### config.mk
export PLATFORM = sky130hd
export DESIGN_NAME = scan_test_controller
export DESIGN_NICKNAME = d
export VERILOG_FILES = /design/src/rtl/scan_test_controller.sv
export SDC_FILE = /design/constraint.sdc
export NUM_CORES = 1
export LEC_CHECK = 0
export BUFFER_PORTS_ARGS = -buffer_cell sky130_fd_sc_hd__buf_4
export CAP_MARGIN = 40
export CORE_MARGIN = 3
export CORE_UTILIZATION = 46
export CTS_CLUSTER_DIAMETER = 40
export DETAILED_ROUTE_END_ITERATION = 16
export MAX_ROUTING_LAYER = met4
export PLACE_DENSITY = 0.79
export SYNTH_ARGS = -nofsm -noshare
export SYNTH_HDL_FRONTEND = slang
export SYNTH_SLANG_ARGS = --single-unit
### constraint.sdc
create_clock -name clk -period 1.8 [get_ports clk]
set_input_delay 0.36 -clock clk [delete_from_list [all_inputs] [get_ports clk]]
set_output_delay 0.36 -clock clk [all_outputs]
set_load 0.1 [all_outputs]
### src/rtl/scan_test_controller.sv
// Scan test sequencer: shifts a stimulus into a scan chain, captures one cycle,
// shifts the response back out and compares it against a masked expectation.
module scan_test_controller #(
    parameter int CHAIN_LEN  = 8,
    parameter int FAIL_CNT_W = 8
) (
    input  logic                  clk,
    input  logic                  rst_n,
    input  logic                  start,
    input  logic                  abort,
    input  logic [CHAIN_LEN-1:0]  pattern,
    input  logic [CHAIN_LEN-1:0]  expected,
    input  logic [CHAIN_LEN-1:0]  mask,
    input  logic                  clr_fail,
    output logic                  scan_en,
    output logic                  scan_si,
    input  logic                  scan_so,
    output logic                  busy,
    output logic                  done,
    output logic                  pass,
    output logic [CHAIN_LEN-1:0]  response,
    output logic [FAIL_CNT_W-1:0] fail_count
);

    localparam int CNT_W = $clog2(CHAIN_LEN + 1);
    localparam logic [CNT_W-1:0] LAST_BIT = CNT_W'(CHAIN_LEN - 1);

    typedef enum logic [2:0] {
        IDLE,
        SHIFT_IN,
        CAPTURE,
        SHIFT_OUT,
        DONE
    } state_t;

    state_t                 state;
    logic [CNT_W-1:0]       bit_cnt;
    logic [CHAIN_LEN-1:0]   pattern_q;
    logic [CHAIN_LEN-1:0]   expected_q;
    logic [CHAIN_LEN-1:0]   mask_q;
    logic [CHAIN_LEN-1:0]   response_sh;
    logic [CHAIN_LEN-1:0]   resp_next;
    logic                   run_pass;
    logic                   fail_sat;

    // The verdict is formed from the final sample so pass is already valid during done.
    assign resp_next = {response_sh[CHAIN_LEN-2:0], scan_so};
    assign run_pass  = ((resp_next ^ expected_q) & mask_q) == '0;
    assign fail_sat  = (fail_count == {FAIL_CNT_W{1'b1}});

    always_ff @(posedge clk or negedge rst_n) begin
        if (!rst_n) begin
            state       <= IDLE;
            bit_cnt     <= '0;
            pattern_q   <= '0;
            expected_q  <= '0;
            mask_q      <= '0;
            response_sh <= '0;
            response    <= '0;
            pass        <= 1'b0;
            fail_count  <= '0;
            scan_en     <= 1'b0;
            scan_si     <= 1'b0;
            busy        <= 1'b0;
            done        <= 1'b0;
        end else begin
            done <= 1'b0;
            if (clr_fail) begin
                fail_count <= '0;
            end
            if (abort) begin
                state   <= IDLE;
                bit_cnt <= '0;
                scan_en <= 1'b0;
                scan_si <= 1'b0;
                busy    <= 1'b0;
            end else begin
                case (state)
                    IDLE: begin
                        if (start) begin
                            // pattern_q doubles as the MSB-first serialiser.
                            pattern_q  <= {pattern[CHAIN_LEN-2:0], 1'b0};
                            expected_q <= expected;
                            mask_q     <= mask;
                            scan_si    <= pattern[CHAIN_LEN-1];
                            scan_en    <= 1'b1;
                            busy       <= 1'b1;
                            bit_cnt    <= '0;
                            state      <= SHIFT_IN;
                        end
                    end
                    SHIFT_IN: begin
                        if (bit_cnt == LAST_BIT) begin
                            scan_en <= 1'b0;
                            scan_si <= 1'b0;
                            bit_cnt <= '0;
                            state   <= CAPTURE;
                        end else begin
                            scan_si   <= pattern_q[CHAIN_LEN-1];
                            pattern_q <= {pattern_q[CHAIN_LEN-2:0], 1'b0};
                            bit_cnt   <= bit_cnt + 1'b1;
                        end
                    end
                    CAPTURE: begin
                        scan_en <= 1'b1;
                        bit_cnt <= '0;
                        state   <= SHIFT_OUT;
                    end
                    SHIFT_OUT: begin
                        response_sh <= resp_next;
                        if (bit_cnt == LAST_BIT) begin
                            scan_en  <= 1'b0;
                            busy     <= 1'b0;
                            done     <= 1'b1;
                            response <= resp_next;
                            pass     <= run_pass;
                            if (!run_pass && !fail_sat && !clr_fail) begin
                                fail_count <= fail_count + 1'b1;
                            end
                            state <= DONE;
                        end else begin
                            bit_cnt <= bit_cnt + 1'b1;
                        end
                    end
                    DONE: begin
                        state <= IDLE;
                    end
                    default: begin
                        state <= IDLE;
                    end
                endcase
            end
        end
    end

endmodule

==> results.json <==
{
  "outcome": "finished with violations",
  "violations": "negative setup slack",
  "synth_top_area_cell": "dfrtp_1",
  "critical_path_class": "reg -> reg",
  "vdd_drop_max_mv": 0.576,
  "drc": 0,
  "period_needed_ns": 1.81,
  "worstPathCellList": "ha_2, and3b_2, nand2_4, a41o_4, buf_6, or3_4, a21oi_2",
  "arrival_ns": 2.07,
  "crit_end": "fail_count[0]",
  "worstReg2RegEnd": "fail_count[0]",
  "die_width_um": 81.8,
  "diodes": 0,
  "grt_pass1_wl_um": 10100,
  "relSlewSlack_pct": 69.4,
  "hold_violations": 0,
  "synth_edf_count": 0,
  "viasPerCell": 5.47,
  "cp_max_fo": 5,
  "worst_slack_ns": -0.0103,
  "critPathLaunchType": "register",
  "rsz0062_at_grt": "true",
  "synth.most_common_cell": "dfrtp_1",
  "avgSynthCellArea_um2": 11.0,
  "skew_ns": 0.00635,
  "period_share_pct": 101,
  "netlist_top_cells_area": "dfrtp_1 (55%), mux2_2 (9.8%), nand2_1 (4.7%)",
  "grt_max_degree": 32,
  "die-area_um2": 6700,
  "wl_um": 6430,
  "yosysTopAreaCellShare_pct": 54.9,
  "port_buffers": 50,
  "cts_root_buf": "clkbuf_8",
  "reg2reg_depth": 7,
  "hpwlAfterDp_um": 4270,
  "grt_antenna_before_repair": 0,
  "syn_to_final_growth_pct": 42.0,
  "power_density_nw_per_um2": 893,
  "core-area_um2": 5340,
  "setup_viol": 2,
  "crit_cells": 7,
  "rrSetupSlack_ns": -0.01,
  "initial_core_util_pct": 49.6,
  "grtUsageTotal_pct": 20.8,
  "overflow": 0,
  "cp_top_family": "simple AND/OR/NAND/NOR gates",
  "drt-wirelength-per-cell_um": 16.4,
  "drive_gt1_share_pct": 46.9,
  "fin_util_pct": 70.4,
  "num_vias": 2145,
  "cp-end-kind": "register",
  "ys_ff_latch": 58,
  "syn_area_um2": 2650,
  "rows": 26,
  "die_y_um": 81.8,
  "async_reset_ff_share_pct": 100,
  "crit_buf_inv": 1,
  "p_leak_nw": 1.78,
  "finalWeightedCongestion": 0.848,
  "syn_inst": 240,
  "finalSetupTns_ns": -0.0203,
  "synth_common_cells": "dfrtp_1 (58), nand2_1 (33), mux2_2 (23)",
  "worst_slew_pin_slew_ns": 0.458,
  "ys_types": 44,
  "r2r-start": "bit_cnt[1]",
  "drtIter0Drc": 93,
  "clkTransAtPathRegs_ns": 0.07,
  "cts_sinks": 58,
  "htreeDepth": 3,
  "cts_tree": "yes",
  "clk_latency_ns": 0.33,
  "slowest_delay_ns": 0.37,
  "io_pins": 51,
  "ys_warn_count": 0,
  "slowest_stage": "dfrtp_1",
  "clockBufferDepth": 2,
  "cts_buffers": 9,
  "dr.pass1.iters": 4,
  "total_power_mw": 3.35,
  "ant_nets": 0,
  "synth.net_count": 272,
  "drv_slew": 0,
  "fmax_ghz": 0.552,
  "grt_pass1_vias": 2159,
  "max_cap_viol_count": 0,
  "ys.flop_type": "dfrtp_1",
  "ys_seq_area_share_pct": 54.9,
  "fin_nets": 350,
  "hp-class": "in -> reg",
  "critPathLaunch": "bit_cnt[1]",
  "worstPathRequired_ns": 2.06
}
[worst min-delay path by stage]
| stage | from | end | depth (start not counted) |
|---|---|---|---|
| after floorplan | rst_n | bit_cnt[0] | 0 |
| after global placement | rst_n | fail_count[6] | 1 |
| after detailed placement | rst_n | fail_count[6] | 1 |
| after CTS | clr_fail | fail_count[5] | 2 |
| after global routing | mask[6] | mask_q[6] | 2 |
| final | expected[3] | expected_q[3] | 2 |
[per-stage QoR]
| stage | hold slack (ns) | instances | instance area [um^2] | setup slack [ns] |
|---|---|---|---|---|
| final | 0.253 | 392 | 3760 | -0.0103 |
| after global routing | 0.241 | 392 | 3760 | -0.0792 |
| after CTS | 0.227 | 390 | 3580 | -0.00632 |
| after detailed placement | 0.311 | 372 | 3300 | -0.104 |
| after global placement | 0.314 | 372 | 3300 | -0.0438 |
| after floorplan | 0.0644 | 240 | 2740 | -0.0769 |
[cells by family (layout without fill, tap and decap cells)]
family	count (synthesis)	after routing	synth area share, %
AO/OA/AOI/OAI	42	42	10.4
flip-flops	58	58	54.9
adder cells (fa/ha/maj)	2	2	0.946
AND/OR/NAND/NOR	81	81	14.9
XOR/XNOR	10	10	3.31
multiplexers	29	29	12.1
buffers and inverters	18	100	3.50
[repair_timing]
| action | CTS | global route |
|---|---|---|
| buffers inserted | 2 | 1 |
| hold endpoints to repair | 27 | 0 |
| hold buffers | 1 | 0 |
| setup endpoints to repair | 4 | 37 |
| gates cloned | 0 | 1 |
| pin swaps | 7 | 9 |
| resized for setup | 8 | 36 |
[cell usage in the layout (no fill, tap or decap), drive strengths merged, types with 2 or more instances in the layout]
cell type	instances
or3	2
nor3	6
buf	77
mux2i	6
inv	5
xor2	9
or4	3
nand3	3
a2111oi	2
o31ai	4
o21ai	8
mux2	23
a22oi	4
nand4	3
ha	2
a21oi	14
nand2	34
nor2	20
a41oi	2
clkbuf	14
dfrtp	58
bufinv	2
nand3b	3
[routing by layer]
metal	global-route usage, %	share of wire, %	vias up
met5	-	0	-
met3	5.81	5.4	16
met1	25.1	42	1061
met4	7.64	2.3	0
met2	33.4	50	59
li1	-	-	1009
[worst reg2reg max path: cells and delay by family (launching register included)]
kind / cells / cell delay, ns
flip-flops: 1 / 0.37
buffers and inverters: 1 / 0.13
AO/OA/AOI/OAI: 2 / 0.39
adder cells (fa/ha/maj): 1 / 0.18
AND/OR/NAND/NOR: 3 / 0.67
[power breakdown]
group / internal [mW] / switching [mW]
logic: 0.264 / 0.238
clock network: 0.849 / 0.504
registers: 1.42 / 0.0801
[flip-flops by register name, summed over array words and instances, names as in the netlist]
name,flops
done,1
mask_q,8
state,3
response,8
bit_cnt,4
scan_en,1
response_sh,7
scan_si,1
pattern_q,7
expected_q,8
fail_count,8
busy,1
pass,1
[area by class of cell]
class | instances | area, um^2
Clock buffer | 13 | 159
Multi-Input combinational cell | 164 | 1310
Tap cell | 70 | 87.6
Timing Repair Buffer | 79 | 649
Fill cell | 384 | 1580
Sequential cell | 58 | 1470
Inverter | 6 | 26.3
Clock inverter | 2 | 60.1
Power figures use the tool's default switching activity.
